===== src/rtl/had_bkpt_pkg.sv =====
// Shared definitions for the HAD breakpoint controller: register indices,
// FSM state encoding and STATUS field offsets.
package had_bkpt_pkg;

   localparam logic [3:0] REG_CTRL    = 4'h0;
   localparam logic [3:0] REG_CNT     = 4'h1;
   localparam logic [3:0] REG_STATUS  = 4'h2;
   localparam logic [3:0] REG_CH_BASE = 4'h4;

   localparam int CTRL_TYPE_LSB    = 8;
   localparam int STATUS_HITID_LSB = 16;
   localparam int STATUS_BUSY_BIT  = 24;
   localparam int HITID_W          = 3;

   typedef enum logic [1:0] {
      ST_IDLE  = 2'd0,
      ST_ARMED = 2'd1,
      ST_REQ   = 2'd2,
      ST_DBG   = 2'd3
   } bkpt_state_t;

endpackage


===== src/rtl/had_bkpt_prio_enc.sv =====
// Lowest-index priority encoder: returns the index of the lowest set bit
// of the hit vector (0 when no bit is set).
module had_bkpt_prio_enc
   import had_bkpt_pkg::*;
#(
   parameter int N = 2
) (
   input  logic [N-1:0]       i_hits,
   output logic [HITID_W-1:0] o_idx
);

   // Scan from the top down so the lowest hitting index is the last to win.
   always_comb begin
      o_idx = '0;
      for (int i = N - 1; i >= 0; i--) begin
         if (i_hits[i]) o_idx = HITID_W'(i);
      end
   end

endmodule


===== src/rtl/had_bkpt_ctrl.sv =====
// HAD breakpoint controller: channel configuration, hit qualification,
// optional match counter (HAD_BKPT_CNT_EN) and debug-request handshake.
module had_bkpt_ctrl
   import had_bkpt_pkg::*;
#(
   parameter int NUM_CH = 2,
   parameter int CNT_W  = 8
) (
   input  logic                 forever_cpuclk,
   input  logic                 hadrst,
   input  logic                 cfg_wen,
   input  logic [3:0]           cfg_addr,
   input  logic [31:0]          cfg_wdata,
   output logic [31:0]          cfg_rdata,
   output logic [NUM_CH*32-1:0] ch_addr,
   output logic [NUM_CH-1:0]    ch_en,
   output logic [NUM_CH-1:0]    ch_type,
   input  logic [NUM_CH-1:0]    ch_inst_hit,
   input  logic [NUM_CH-1:0]    ch_mem_hit,
   input  logic                 iu_yy_xx_dbgon,
   output logic                 had_core_dbg_mode_req,
   output logic                 bkpt_busy
);

   bkpt_state_t          r_state;
   bkpt_state_t          w_next_state;
   logic [NUM_CH-1:0]    r_en;
   logic [NUM_CH-1:0]    r_type;
   logic [NUM_CH-1:0]    r_status;
   logic [NUM_CH*32-1:0] r_addr;
   logic [HITID_W-1:0]   r_hitid;
   logic                 r_req;
   logic [NUM_CH-1:0]    w_qhit;
   logic [NUM_CH-1:0]    w_status_clr;
   logic [HITID_W-1:0]   w_hitid;
   logic [CNT_W-1:0]     w_cnt_val;
   logic                 w_event;
   logic                 w_cnt_zero;
   logic                 w_break;
   logic                 w_wr_ctrl;
   logic                 w_wr_status;

   assign w_qhit       = r_en & ((r_type & ch_mem_hit) | (~r_type & ch_inst_hit));
   assign w_event      = |w_qhit;
   assign w_wr_ctrl    = cfg_wen && (cfg_addr == REG_CTRL);
   assign w_wr_status  = cfg_wen && (cfg_addr == REG_STATUS);
   assign w_status_clr = w_wr_status ? cfg_wdata[NUM_CH-1:0] : '0;
   assign w_cnt_zero   = (w_cnt_val == '0);

   had_bkpt_prio_enc #(.N(NUM_CH)) u_prio_enc (
      .i_hits (w_qhit),
      .o_idx  (w_hitid)
   );

`ifdef HAD_BKPT_CNT_EN
   logic [CNT_W-1:0] r_cnt;
   logic             w_wr_cnt;
   logic             w_dec;

   assign w_wr_cnt = cfg_wen && (cfg_addr == REG_CNT);
   assign w_dec    = (r_state == ST_ARMED) && w_event && !iu_yy_xx_dbgon && !w_cnt_zero;

   // A register write takes precedence over a same-cycle decrement.
   always_ff @(posedge forever_cpuclk or posedge hadrst) begin
      if (hadrst) begin
         r_cnt <= '0;
      end else if (w_wr_cnt) begin
         r_cnt <= cfg_wdata[CNT_W-1:0];
      end else if (w_dec) begin
         r_cnt <= r_cnt - 1'b1;
      end
   end

   assign w_cnt_val = r_cnt;
`else
   assign w_cnt_val = '0;
`endif

   always_comb begin
      w_next_state = r_state;
      w_break      = 1'b0;
      case (r_state)
         ST_IDLE: begin
            if (|r_en) w_next_state = ST_ARMED;
         end
         ST_ARMED: begin
            if (!(|r_en)) begin
               w_next_state = ST_IDLE;
            end else if (w_event && !iu_yy_xx_dbgon && w_cnt_zero) begin
               w_next_state = ST_REQ;
               w_break      = 1'b1;
            end
         end
         ST_REQ: begin
            if (iu_yy_xx_dbgon) w_next_state = ST_DBG;
         end
         ST_DBG: begin
            if (!iu_yy_xx_dbgon) w_next_state = (|r_en) ? ST_ARMED : ST_IDLE;
         end
         default: w_next_state = ST_IDLE;
      endcase
   end

   // A new hit on a bit beats a same-cycle write-1-to-clear of that bit.
   always_ff @(posedge forever_cpuclk or posedge hadrst) begin
      if (hadrst) begin
         r_state  <= ST_IDLE;
         r_req    <= 1'b0;
         r_hitid  <= '0;
         r_status <= '0;
      end else begin
         r_state  <= w_next_state;
         r_req    <= (w_next_state == ST_REQ);
         r_status <= (r_status & ~w_status_clr) | (w_break ? w_qhit : '0);
         if (w_break) r_hitid <= w_hitid;
      end
   end

   always_ff @(posedge forever_cpuclk or posedge hadrst) begin
      if (hadrst) begin
         r_en   <= '0;
         r_type <= '0;
         r_addr <= '0;
      end else if (cfg_wen) begin
         if (w_wr_ctrl) begin
            r_en   <= cfg_wdata[NUM_CH-1:0];
            r_type <= cfg_wdata[CTRL_TYPE_LSB +: NUM_CH];
         end
         for (int i = 0; i < NUM_CH; i++) begin
            if (cfg_addr == REG_CH_BASE + 4'(i)) r_addr[32*i +: 32] <= cfg_wdata;
         end
      end
   end

   always_comb begin
      cfg_rdata = '0;
      case (cfg_addr)
         REG_CTRL: begin
            cfg_rdata[NUM_CH-1:0]              = r_en;
            cfg_rdata[CTRL_TYPE_LSB +: NUM_CH] = r_type;
         end
         REG_CNT: cfg_rdata[CNT_W-1:0] = w_cnt_val;
         REG_STATUS: begin
            cfg_rdata[NUM_CH-1:0]                   = r_status;
            cfg_rdata[STATUS_HITID_LSB +: HITID_W]  = r_hitid;
            cfg_rdata[STATUS_BUSY_BIT]              = bkpt_busy;
         end
         default: begin
            for (int i = 0; i < NUM_CH; i++) begin
               if (cfg_addr == REG_CH_BASE + 4'(i)) cfg_rdata = r_addr[32*i +: 32];
            end
         end
      endcase
   end

   assign ch_addr               = r_addr;
   assign ch_en                 = r_en;
   assign ch_type               = r_type;
   assign had_core_dbg_mode_req = r_req;
   assign bkpt_busy             = (r_state == ST_REQ) || (r_state == ST_DBG);

endmodule


===== config.mk =====
export PLATFORM = sky130hd
export DESIGN_NAME = had_bkpt_ctrl
export DESIGN_NICKNAME = d
export VERILOG_FILES = /design/src/rtl/had_bkpt_pkg.sv /design/src/rtl/had_bkpt_prio_enc.sv /design/src/rtl/had_bkpt_ctrl.sv
export SDC_FILE = /design/constraint.sdc
export NUM_CORES = 1
export LEC_CHECK = 0
export CAP_MARGIN = 20
export CORE_MARGIN = 3
export CORE_UTILIZATION = 40
export DETAILED_ROUTE_END_ITERATION = 7
export PLACE_DENSITY = 0.76
export SLEW_MARGIN = 20
export SYNTH_ARGS = -nofsm -noshare
export SYNTH_HDL_FRONTEND = slang
export SYNTH_HIERARCHICAL = 1
export SYNTH_SLANG_ARGS = --single-unit

===== constraint.sdc =====
create_clock -name forever_cpuclk -period 3.6 [get_ports forever_cpuclk]
set_input_delay 1.08 -clock forever_cpuclk [delete_from_list [all_inputs] [get_ports forever_cpuclk]]
set_output_delay 1.08 -clock forever_cpuclk [all_outputs]
set_load 0.02 [all_outputs]

* After elaboration in Yosys (flattened, before gate mapping)
Index checks and enable logic that the tools add are counted.
** Word-level totals
- Bits in registers :: 76
- Output and inout port bits :: 102
- Input port bits :: 44
- Memories :: 0
- Bits in latches :: 0
- Memory bits (read-only) :: 0
- Memory bits (writable) :: 0
- Logic and storage cells :: 63
** Cells by class
- Shifts and indexed selects :: 0
- Div/mod/pow operators :: 0
- Multipliers :: 0
- Add/subtract/negate cells :: 0
- Bitwise logic cells :: 8
- Eq/ne operators :: 8
- Reductions and logical operators :: 15
- Multiplexer cells :: 24
- Magnitude comparators :: 0
** Operator list (count)
- $mux W32 :: 2
- $mux W2 :: 7
- $mux W6 :: 2
- $and A2 B2 Y2 :: 4
- $eq A4 B3 Y1 const B :: 2
- $pmux W2 S4 :: 1
- $reduce_or A2 Y1 :: 4
- $mux W7 :: 1
- $eq A2 B2 Y1 const B :: 3
- $mux W1 :: 6
- $pmux W2 S3 :: 1
- $pmux W3 S2 :: 1
- $reduce_and A2 Y1 :: 3
- $mux W5 :: 1
- $eq A4 B1 Y1 const B :: 1
- $eq A4 B2 Y1 const B :: 1
- $logic_not A4 Y1 :: 1
- $not A2 Y2 :: 2
- $or A2 B2 Y2 :: 2
- $pmux W2 S2 :: 1
- $logic_and A1 B1 Y1 :: 3
- $reduce_or A3 Y1 :: 1
- $eq A2 B1 Y1 const B :: 1
- $logic_not A2 Y1 :: 1
- other kinds (3) :: 3

* Longest topological paths before layout
- Word-level depth :: 11
- Gate-level depth with buffers :: 7
- Mapped depth without buffers :: 4

* By module
Netlist, hierarchy kept.
** By module, submodules not included
- had_bkpt_ctrl :: seq. area each 1901.8 um2, times used 1, cells each 240, area an instance 3364.5 um2
- had_bkpt_prio_enc :: seq. area each 0.0 um2, times used 1, cells each 4, area an instance 32.5 um2

* Worst setup path before layout
OpenSTA, ideal clock, no wires.
- Path type :: input to output
- Start :: input cfg_addr[1]
- End :: output cfg_rdata[9]
- Cell stages on the path :: 6
- Data required time :: 2.520 ns
- Slack :: 0.361 ns
- Buffers on the path :: 3
- Arrival time :: 2.159 ns
- Cells stage by stage :: buf_2 and3b_1 clkbuf_1 buf_2 a222oi_1 inv_1
** Between the ends
- Longest elaborated chain between the ends :: 4
- Elaborated cells on any way between the ends :: 9
- Classes of those cells :: eq/ne (4); mux (3); reduce/logical (2)
** RTL lines
- from (decl) :: line had_bkpt_ctrl.sv:12 : input logic [3:0] cfg_addr,
- $eq A4 B3 Y1 :: line had_bkpt_ctrl.sv:150 : if (cfg_addr == REG_CH_BASE + 4'(i)) cfg_rdata = r_addr[32*i +: 32];
- $mux W32 (2 in a row) :: line had_bkpt_ctrl.sv:150
- $pmux W2 S2 * :: line had_bkpt_ctrl.sv:137 : case (cfg_addr)
- to (decl) :: line had_bkpt_ctrl.sv:14 : output logic [31:0] cfg_rdata,
Every way passes the cells marked *; elsewhere a longest branch is shown, timed or not.

* Worst setup path after layout
- Start :: input cfg_addr[2]
- End :: output cfg_rdata[15]
** Between the ends
- Longest elaborated chain between the ends :: 4
- Elaborated cells on any way between the ends :: 9
- Classes of those cells :: eq/ne (4); mux (3); reduce/logical (2)
** RTL lines (line)
- $eq A4 B3 Y1 :: had_bkpt_ctrl.sv:150
- $mux W32 (2 in a row) :: had_bkpt_ctrl.sv:150
- $mux W6 * :: had_bkpt_ctrl.sv:137
Marks and branches as above.

==> summary.md <==
| Metric | Value |
|---|---|
| Status | completed |
| Root Driver | clkbuf_8 |
| Total track usage | 19.0% |
| Wirelength per Cell | 18.0 µm |
| # hold bufs at CTS | 0 |
| Largest cells by area after synthesis | dfrtp_1 56%, mux2_2 19%, a22o_1 6.7% |
| Max-slew violation count | 0 |
| Synth Register Bits | 76 |
| Pin count of the biggest net entering global routing | 36 |
| Post-route cell area | 5210 µm² |
| Die ar. | 9630 µm² |
| Final min period | 3.57 ns |
| Final Hold Fails | 0 |
| Internal | 0.00196 W |
| WHS | 0.517 ns |
| Worst EP arrival | 2.49 ns |
| DR pass1 iterations | 4 |
| Ports | 146 |
| Worst slack, placed | -0.543 ns |
| Crit path kind | input port to output port |
| Crit-path max FO | 14 |
| Warnings from Yosys | 6 |
| Final #Nets | 446 |
| Period utilization | 99.2% |
| Async SR Flop Fraction | 100% |
| Detail Placement HPWL | 6550 µm |
| Sw power | 0.000968 W |
| Detailed-route DRC error count | 0 |
| Final setup fails | 0 |
| EDFF count, synth | 0 |
| Layout cell share with drive strength beyond 1 | 33.2% |
| Routability cong. | 0.774 |
| Number of diodes | 0 |
| Combinational share of power | 36.0% |
| Worst setup margin | 0.0270 ns |
| Syn Area/Cell | 13.9 µm² |
| Type of origin of the critical path | input port |
| First-pass GRT wire length | 14600 µm |
| Via count | 2675 |
| Overall Power | 0.00292 W |
| Row Count | 32 |
| Sw frac | 33.1% |
| Power Density | 561 nW/µm² |
| Clock network fraction of total power | 21.0% |
| Worst-path clk slew | 0.08 ns |
| Vias/cell | 5.26 |
| Die Span X | 98.2 µm |
| Leak | 2.34 nW |
| Initial DRC count | 88 |
| Dpl cell area | 5030 µm² |
| Clk buf depth | 2 |
| Fill count | 634 |
| Unrepaired setup endpoints after global routing | yes |
| Layout area overhead | 53.5% |
| Gr ovfl total | 0 |
| Core Area | 7970 µm² |
| Initial antenna violation count | 0 |
| Post-synth top area share | 56.0% |
| Routed wire length | 9170 µm |
| Mapped Area | 3400 µm² |
| FMAX | 0.280 GHz |
| Mapped Cells | 244 |
| CP required | 2.52 ns |
| Most frequent cells after synthesis | 76 x dfrtp_1, 58 x mux2_2, 26 x a22o_1 |
| Die Y | 98.2 µm |
| Sequential area share after synthesis | 56.0% |
| Vias in the first global route | 2793 |
| I/O Buffers | 145 |
| Sequential Power Share | 43.0% |
| HP Class | flip-flop to flip-flop |
| Rel. slew slack | 63.6% |
| Max IR drop VDD | 0.325 mV |
| Post-synth top area cell | dfrtp_1 |
| Worst-Skew Late Latency | 0.33 ns |
| CTS tree | yes |
| Unique cell type count in the Yosys netlist | 32 |
| Starting Density | 42.6% |
| CTS H-tree depth | 3 |
| Most used DFF post-synth | dfrtp_1 |
| Final Skew | 0.00143 ns |
| Leading cell type by number of instances after synthesis | dfrtp_1 |
| TritonCTS buffer count | 9 |
| Crit end category | output port |
| Clock sink total | 76 |
| Slew @ Worst Pin | 0.545 ns |
| Finished Core Util | 65.4% |
| Max_cap viols | 0 |
| ANT nets after route | 0 |
sequential cells by signal, indices dropped and copies added, names as in the netlist:
name,flops
r_hitid,3
r_status,2
had_core_dbg_mode_req,1
ch_type,2
ch_en,2
ch_addr,64
r_state,2
routing by layer:
layer | up-vias | global-route usage, % | wire [µm]
met4 | 0 | 5.36 | 88
met5 | - | 0 | 0
li1 | 1210 | - | -
met3 | 9 | 4.36 | 550
met2 | 99 | 32.1 | 4540
met1 | 1357 | 24.5 | 3990
area by class of cell:
type / instances / area, µm² / share of cell area, %
Timing Repair Buffer: 165 / 1590 / 30.6
Multi-Input combinational cell: 147 / 1400 / 26.8
Tap cell: 102 / 128 / 2.45
Clock buffer: 10 / 128 / 2.45
Inverter: 3 / 11.3 / 0.216
Sequential cell: 76 / 1900 / 36.5
Clock inverter: 6 / 55.1 / 1.06
cells by family (layout without fill, tap and decap cells):
group	count (synthesis)	in the layout	synth area share [%]
compound gates	38	38	9.58
flops	76	76	56.0
other cells	1	2	0.110
mux	75	75	24.8
buf+inv	22	184	3.72
simple gates	32	32	5.82
worst max-delay path, stage by stage:
cell and delay, ns:
dlygate4sd2_1 0.26, nor2b_4 0.14, and3b_2 0.25, buf_12 0.14, buf_8 0.14, a22o_1 0.23, clkdlybuf4s15_2 0.25
cell usage in the layout, fill, tap and decap left out, types with 2 or more instances in the layout:
master,instances
a221o_1,2
a222oi_1,2
a22o_1,26
a22oi_1,5
and2_1,3
buf_12,4
buf_2,20
buf_4,14
buf_6,3
clkbuf_8,9
clkdlybuf4s15_2,9
clkdlybuf4s50_1,109
clkinv_2,5
conb_1,2
dfrtp_1,76
dlygate4sd2_1,4
inv_1,2
mux2_1,15
mux2_2,58
mux2i_1,2
nand2_1,9
nand3_1,2
nor2_1,4
nor2b_4,2
nor4_1,2
what timing repair did:
item,CTS,global route
endpoints found under the setup margin,32,12
pin swaps,2,3
setup buffers,1,0
gates resized for setup,129,9
cloned,1,0
power groups by stage:
stage / sequential [W] / clock [W] / combinational (W)
6_report: 0.00126 / 0.000615 / 0.00105
5_1_grt: 0.00129 / 0.000672 / 0.00111
4_1_cts: 0.00126 / 0.000631 / 0.00106
3_5_place_dp: 0.00127 / 0 / 0.00107
3_3_place_gp: 0.00126 / 0 / 0.00105
2_1_floorplan: 0.00145 / 0 / 0.000307
per-stage QoR:
step / TNS, ns / instances
3_3_place_gp: -15.03 / 491
2_1_floorplan: 0 / 245
5_1_grt: -0.00383 / 509
4_1_cts: -0.00654 / 509
6_report: 0 / 509
3_5_place_dp: -16.02 / 491
path summary, 6_finish.rpt:
kind	from	to	slack (ns)	depth (start not counted)
max	cfg_addr[2]	cfg_rdata[15]	0.03	7
min reg2reg	ch_addr[42]	ch_addr[42]	0.52	1
min	ch_addr[42]	ch_addr[42]	0.52	1
max in group asynchronous	hadrst	ch_addr[3]	1.63	3
min in group asynchronous	hadrst	ch_addr[47]	1.10	2
max reg2reg	ch_type[1]	r_hitid[1]	1.96	4
No activity file was read; power rests on OpenSTA's default activity.
